==> src/rtl/hdmi_clock_sequencer.sv <==
// HDMI clock bring-up sequencer: resets the PLL, waits for a settled lock, then
// releases the serializer and timing generator, retrying on timeout or lock loss.
module hdmi_clock_sequencer #(
    parameter int unsigned PLL_RST_CYCLES = 16,
    parameter int unsigned LOCK_TIMEOUT   = 65536,
    parameter int unsigned SETTLE_CYCLES  = 1024,
    parameter int unsigned UNLOCK_FILTER  = 4
) (
    input  logic       clk,
    input  logic       reset,
    input  logic       enable,
    input  logic       pll_locked,
    output logic       pll_rst,
    output logic       tx_rst,
    output logic       video_en,
    output logic [2:0] state_o,
    output logic [7:0] relock_count,
    output logic [7:0] timeout_count
);

    localparam int unsigned CNT_W  = 17;
    localparam int unsigned FILT_W = $clog2(UNLOCK_FILTER + 1);

    typedef enum logic [2:0] {
        IDLE      = 3'd0,
        PLLRST    = 3'd1,
        WAIT_LOCK = 3'd2,
        SETTLE    = 3'd3,
        RUN       = 3'd4
    } state_t;

    state_t              state;
    state_t              state_n;
    logic                sync_1;
    logic                lock_s;
    logic [CNT_W-1:0]    cnt;
    logic [CNT_W-1:0]    cnt_n;
    logic [FILT_W-1:0]   filt;
    logic [FILT_W-1:0]   filt_n;
    logic                inc_timeout;
    logic                inc_relock;
    logic                pll_rst_n;
    logic                tx_rst_n;
    logic                video_en_n;
    logic [7:0]          relock_count_n;
    logic [7:0]          timeout_count_n;

    // Two-flop synchronizer for the asynchronous lock indication
    always_ff @(posedge clk) begin
        if (reset) begin
            sync_1 <= 1'b0;
            lock_s <= 1'b0;
        end else begin
            sync_1 <= pll_locked;
            lock_s <= sync_1;
        end
    end

    // State register and all registered outputs/counters
    always_ff @(posedge clk) begin
        if (reset) begin
            state         <= IDLE;
            cnt           <= '0;
            filt          <= '0;
            pll_rst       <= 1'b1;
            tx_rst        <= 1'b1;
            video_en      <= 1'b0;
            relock_count  <= 8'd0;
            timeout_count <= 8'd0;
        end else begin
            state         <= state_n;
            cnt           <= cnt_n;
            filt          <= filt_n;
            pll_rst       <= pll_rst_n;
            tx_rst        <= tx_rst_n;
            video_en      <= video_en_n;
            relock_count  <= relock_count_n;
            timeout_count <= timeout_count_n;
        end
    end

    // Next-state logic; dropping enable beats every other transition
    always_comb begin
        state_n     = state;
        inc_timeout = 1'b0;
        inc_relock  = 1'b0;
        if (state != IDLE && !enable) begin
            state_n = IDLE;
        end else begin
            case (state)
                IDLE: begin
                    if (enable) state_n = PLLRST;
                end
                PLLRST: begin
                    if (cnt == CNT_W'(PLL_RST_CYCLES - 1)) state_n = WAIT_LOCK;
                end
                WAIT_LOCK: begin
                    if (lock_s) begin
                        state_n = SETTLE;
                    end else if (cnt == CNT_W'(LOCK_TIMEOUT - 1)) begin
                        state_n     = PLLRST;
                        inc_timeout = 1'b1;
                    end
                end
                SETTLE: begin
                    if (!lock_s) begin
                        state_n = WAIT_LOCK;
                    end else if (cnt == CNT_W'(SETTLE_CYCLES - 1)) begin
                        state_n = RUN;
                    end
                end
                RUN: begin
                    if (!lock_s && filt == FILT_W'(UNLOCK_FILTER - 1)) begin
                        state_n    = PLLRST;
                        inc_relock = 1'b1;
                    end
                end
                default: state_n = IDLE;
            endcase
        end
    end

    // Output and counter next values, derived from the upcoming state so the
    // registered outputs change in the same cycle as the state does
    always_comb begin
        pll_rst_n       = 1'b1;
        tx_rst_n        = 1'b1;
        video_en_n      = 1'b0;
        cnt_n           = '0;
        filt_n          = '0;
        relock_count_n  = relock_count;
        timeout_count_n = timeout_count;

        pll_rst_n  = (state_n == IDLE) || (state_n == PLLRST);
        tx_rst_n   = (state_n != RUN);
        video_en_n = (state_n == RUN) && (state == RUN);

        if (state_n == state && state != IDLE && state != RUN) begin
            cnt_n = cnt + CNT_W'(1);
        end
        if (state == RUN && state_n == RUN && !lock_s) begin
            filt_n = filt + FILT_W'(1);
        end
        if (inc_relock && relock_count != 8'hFF) begin
            relock_count_n = relock_count + 8'd1;
        end
        if (inc_timeout && timeout_count != 8'hFF) begin
            timeout_count_n = timeout_count + 8'd1;
        end
    end

    assign state_o = state;

endmodule

==> config.mk <==
export PLATFORM = sky130hd
export DESIGN_NAME = hdmi_clock_sequencer
export DESIGN_NICKNAME = d
export VERILOG_FILES = /design/src/rtl/hdmi_clock_sequencer.sv
export SDC_FILE = /design/constraint.sdc
export NUM_CORES = 1
export LEC_CHECK = 0
export CAP_MARGIN = 20
export CORE_ASPECT_RATIO = 0.6
export CORE_MARGIN = 2
export CORE_UTILIZATION = 40
export CTS_CLUSTER_SIZE = 20
export DETAILED_ROUTE_END_ITERATION = 7
export PLACE_DENSITY_LB_ADDON = 0.05
export SKIP_CTS_REPAIR_TIMING = 1
export SLEW_MARGIN = 10
export SYNTH_ARGS = -nofsm -noshare
export SYNTH_HDL_FRONTEND = slang
export SYNTH_SLANG_ARGS = --single-unit
==> constraint.sdc <==
create_clock -name clk -period 5.8 [get_ports clk]
set_input_delay 1.16 -clock clk [delete_from_list [all_inputs] [get_ports clk]]
set_output_delay 1.16 -clock clk [all_outputs]
set_load 0.01 [all_outputs]
# Word level (Yosys, flattened, before mapping)
# Cells that the tools add are included.
[totals] ff_bits=44 latch_bits=0 ramBits=0 romBits=0 input_bits=4 mem_count=0
[classes] n_addsub=4 multipliers=0 div_mod_pow=0 n_lt_le_gt_ge=0 n_eq_ne=15 shifts=0 n_mux=16 n_bitwise=2 n_reduce_logical=16
[ops] operator="$mux W3" count=8
[ops] operator="$add A17 B1 Y17 const B" count=1
[ops] operator="$eq A17 B10 Y1 const B" count=1
[ops] operator="$eq A17 B16 Y1 const B" count=1
[ops] operator="$eq A17 B4 Y1 const B" count=1
[ops] operator="$add A8 B1 Y8 const B" count=2
[ops] operator="$ne A8 B8 Y1 const B" count=2
[ops] operator="$pmux W3 S5" count=1
[ops] operator="$eq A3 B2 Y1 const B" count=3
[ops] operator="$logic_and A1 B1 Y1" count=8
[ops] operator="$mux W1" count=7
[ops] operator="$eq A3 B1 Y1 const B" count=2
[ops] operator="$eq A3 B3 Y1 const B" count=2
[ops] operator="$logic_not A3 Y1" count=2
[ops] operator="$ne A3 B3 Y1 const B" count=2
[ops] operator="$reduce_or A2 Y1" count=2
[ops] operator="$add A3 B1 Y3 const B" count=1
[ops] operator="$eq A3 B3 Y1" count=1
[ops] operator="$reduce_bool A3 Y1" count=1
[ops] operator="$logic_not A1 Y1" count=2
[ops] operator="$not A1 Y1" count=2
[ops] operator="$logic_or A1 B1 Y1" count=1

# Depth between registers and ports, before layout
[depth] ltp_word=10 depth_mapped=11 depth_no_buf=10

# Worst setup path before layout
# No wires, ideal clock.
[synth_path] path_kind="reg-to-reg" startpoint="register cnt[0]" endpoint="register cnt[10]" arrival_time_ps=2371 slack_ps=3310 path_stages_with_launch=12 path_buffers=1 synth_period_minus_slack_ps=2490 cell_sequence="dfxtp_1 > ha_1 > nand3_1 > nor3_4 > and4_1 > ha_1 > nor3b_1 > o32ai_1 > a31oi_1 > a221oi_4 > buf_6 > nor3_1"
[synth_between] elab_chain_len=10
[synth_lines] element="start, declared" line_no="36" rtl="logic [CNT_W-1:0] cnt;"
[synth_lines] element="start signal, assigned" line_no="72" rtl="cnt <= cnt_n;"
[synth_lines] element="$eq A17 B10 Y1 or $eq A17 B16 Y1 (tied branches)" line_no="108, 100"
[synth_lines] element="$mux W3, on equally long branches" line_no="108, 100"
[synth_lines] element="$mux W3, on equally long branches" line_no="106, 98"
[synth_lines] element="$pmux W3 S5" line_no="90" rtl="case (state)"
[synth_lines] element="$mux W3" line_no="87" rtl="if (state != IDLE && !enable) begin"
[synth_lines] element="$eq A3 B3 Y1" line_no="138" rtl="if (state_n == state && state != IDLE && state != RUN) begin"
[synth_lines] element="$logic_and A1 B1 Y1 (2 in a row)" line_no="138"
[synth_lines] element="$not A1 Y1 (no source line)"
[synth_lines] element="$reduce_or A2 Y1 (no source line)"
# Several ways; a longest one is shown, not always the timed one.
# A chain may end at the register's enable or synchronous reset.

# Worst setup path after layout
[layout_path] startpoint="input port reset" endpoint="register cnt[1]"
[layout_between] elab_chain_len=1
[layout_lines] element="start, declared" line_no="10" rtl="input logic reset,"
[layout_lines] element="$reduce_or A2 Y1 (no source line)"
# Every way passes these cells.

==> results.tsv <==
metric	value	unit
peak per-stage delay on the critical path	0.81	ns
#FFs+latches synth	44	
share of cells above drive strength 1	0.0728	
Root Driver	clkbuf_8	
syn avg cell area	8.99	um2
register area share after synthesis	0.414	
Slew @ Worst Pin	0.807	ns
critical path peak fanout	21	
pin count of the biggest net entering global routing	22	
Filler cells	525	
final WL	4210	um
port buffer count	25	
clk slew on worst S/H paths	0.08	ns
placed instance area	2420	um2
Yosys top cell by area	dfxtp_1	
Via Count	1682	
clock sinks	44	
Pre-antenna DRT Iters	4	
vias in the first global route	1455	
Die W	98.2	um
Crit path required time	6.00	ns
Max VDD drop	0.0000986	V
detailed placer's ending HPWL	3070	um
num rows	20	
status	completed	
nets	270	
Starting Density	0.417	
Finished Cell Area	2510	um2
Via density	5.14	
Max clock buf depth	2	
Max Cap Viol	0	
CTS tree	done	
diode count	0	
DRC	0	
ordered cell list for the critical path	clkdlybuf4s50_1 > a2111oi_0 > o21ai_2 > nor4b_1	
area share of the leading cell type in the synthesized netlist	0.414	
Mapped Nets	247	
crit path time final	3.16	ns
cells taking the most area after synthesis	dfxtp_1, xnor2_1, nor2_1	
Synth Cell Area	2130	um2
cts bufs inserted	5	
placed cell count	319	
crit path DAT	3.37	ns
Final period util	0.546	
Slowest cell on crit path	clkdlybuf4s50_1	
Tightest Hold Check Type	flip-flop to flip-flop	
endpoints failing hold	0	
post-synthesis async set-or-reset flop share	0	
die area	5940	um2
RePlAce Congestion	0.776	
H-tree depth	2	
initial drt markers	84	
cells after synthesis	237	
core area	5100	um2
number of antenna violations at the first check in global routing	0	
TNS Setup	0	ns
Rel. slew slack	0.462	
Post-DRT Antenna Nets	0	
RSZ-0062 raised after global routing	false	
io pins	26	
Yosys Warn Count	0	
first-pass GRT wire length	7330	um
worst skew pair latency	0.29	ns
Final Skew	0.00811	ns
Max Freq	0.316	GHz
Critical Path End Type	flip-flop	
Util after Layout	0.491	
LEAKAGE	0.801	nW
final setup fails	0	
type of origin of the critical path	input port	
Congestion Overflow GR	0	
top_reg_cell synth	dfxtp_1	
area grow syn2layout	17.8	%
Die Ht	60.5	um
post-synthesis cell type count	47	
Final Max Slew Viols	0	
critical path class	input port to flip-flop	
All-Layer GR Usage	0.158	
Routed WL per cell	12.9	um
EDFF count, synth	0	
Final Instance Count excl. Fillers	327	
PwrDens	209	nW/um2
Reg2Reg Setup Slack	2.68	ns
-- critical path, delay by kind of cell --
kind | cells | cell delay, ns
simple gates | 1 | 0.34
buf+inv | 1 | 0.81
compound gates | 2 | 1.05
-- registers in the layout (all words and copies together) (netlist names) --
register	cells
video_en	1
tx_rst	1
filt	3
sync_1	1
cnt	17
state_o	3
relock_count	8
lock_s	1
timeout_count	8
pll_rst	1
-- through the flow --
step / worst slack, ns / hold WS [ns] / total power [mW]
after floorplan: 3.31 / 0.399 / 0.331
after global placement: 2.37 / 0.411 / 0.338
after detailed placement: 2.27 / 0.418 / 0.338
after CTS: 2.55 / 0.429 / 0.535
after global routing: 2.33 / 0.458 / 0.551
final: 2.64 / 0.424 / 0.525
-- path summary, 6_finish.rpt --
kind | start | end | cells past startpoint
max | reset | cnt[1]$_SDFF_PP0_ | 4
min | filt[0]$_SDFF_PP0_ | filt[0]$_SDFF_PP0_ | 1
max reg2reg | cnt[0]$_SDFF_PP0_ | cnt[4]$_SDFF_PP0_ | 10
min reg2reg | filt[0]$_SDFF_PP0_ | filt[0]$_SDFF_PP0_ | 1
-- report_power, final --
group	total [mW]	switching [mW]	internal, mW
Clock	0.195	0.0998	0.0951
Combinational	0.0240	0.0154	0.00857
Sequential	0.307	0.00315	0.303
Total	0.525	0.118	0.407
-- metal layers --
layer | up-vias | track usage | part of all wire
met3 | 5 | 0.0449 | 0.047
met1 | 753 | 0.252 | 0.60
met4 | 0 | 0.0470 | 0.0095
li1 | 888 | - | -
met2 | 36 | 0.199 | 0.34
met5 | - | 0 | 0
-- cell type report --
type,instances,area [um2],area share
Clock buffer,6,82.6,0.0329
Clock inverter,2,10.0,0.00399
Inverter,6,22.5,0.00898
Multi-Input combinational cell,178,1180,0.470
Sequential cell,44,881,0.351
Tap cell,66,82.6,0.0329
Timing Repair Buffer,25,250,0.0998
-- cell usage after synthesis (2+ instances only) --
cell type / instances
a211oi_1: 2
ha_1: 6
a31oi_1: 3
nor2b_1: 4
nor4_1: 10
nand3_1: 16
o21ai_0: 3
nor3_1: 14
nor4b_1: 4
nand2_1: 11
nand3b_1: 2
nor2_1: 29
xnor2_1: 20
a21oi_1: 5
nand4_1: 5
and3_1: 3
buf_2: 3
nand2b_1: 6
nor3b_1: 4
dfxtp_1: 44
xor2_1: 8
or3_1: 2
clkbuf_1: 4
inv_1: 6
-- kinds of logic (layout without fill, tap and decap cells) --
logic type	count (synthesis)	count (layout)	synth area share
muxes	1	1	0.00470
AOI/OAI and AO/OA	22	22	0.0823
buffers and inverters	15	39	0.0323
xor gates and xnor gates	28	28	0.115
and+or+nand+nor	121	121	0.317
adders and majority gates	6	6	0.0353
DFF	44	44	0.414
-- placed cells by master, fill, tap and decap left out, types with 2 or more instances in the layout --
| master | instances |
|---|---|
| a211oi_1 | 2 |
| a21oi_1 | 5 |
| a31oi_1 | 3 |
| and3_1 | 3 |
| clkbuf_8 | 6 |
| clkdlybuf4s50_1 | 25 |
| clkinv_2 | 2 |
| dfxtp_1 | 44 |
| ha_1 | 6 |
| inv_1 | 6 |
| nand2_1 | 11 |
| nand2b_1 | 6 |
| nand3_1 | 16 |
| nand3b_1 | 2 |
| nand4_1 | 5 |
| nor2_1 | 29 |
| nor2b_1 | 4 |
| nor3_1 | 14 |
| nor3b_1 | 4 |
| nor4_1 | 10 |
| nor4b_1 | 4 |
| o21ai_0 | 3 |
| or3_1 | 2 |
| xnor2_1 | 20 |
| xor2_1 | 8 |
Power figures use the tool's default switching activity.
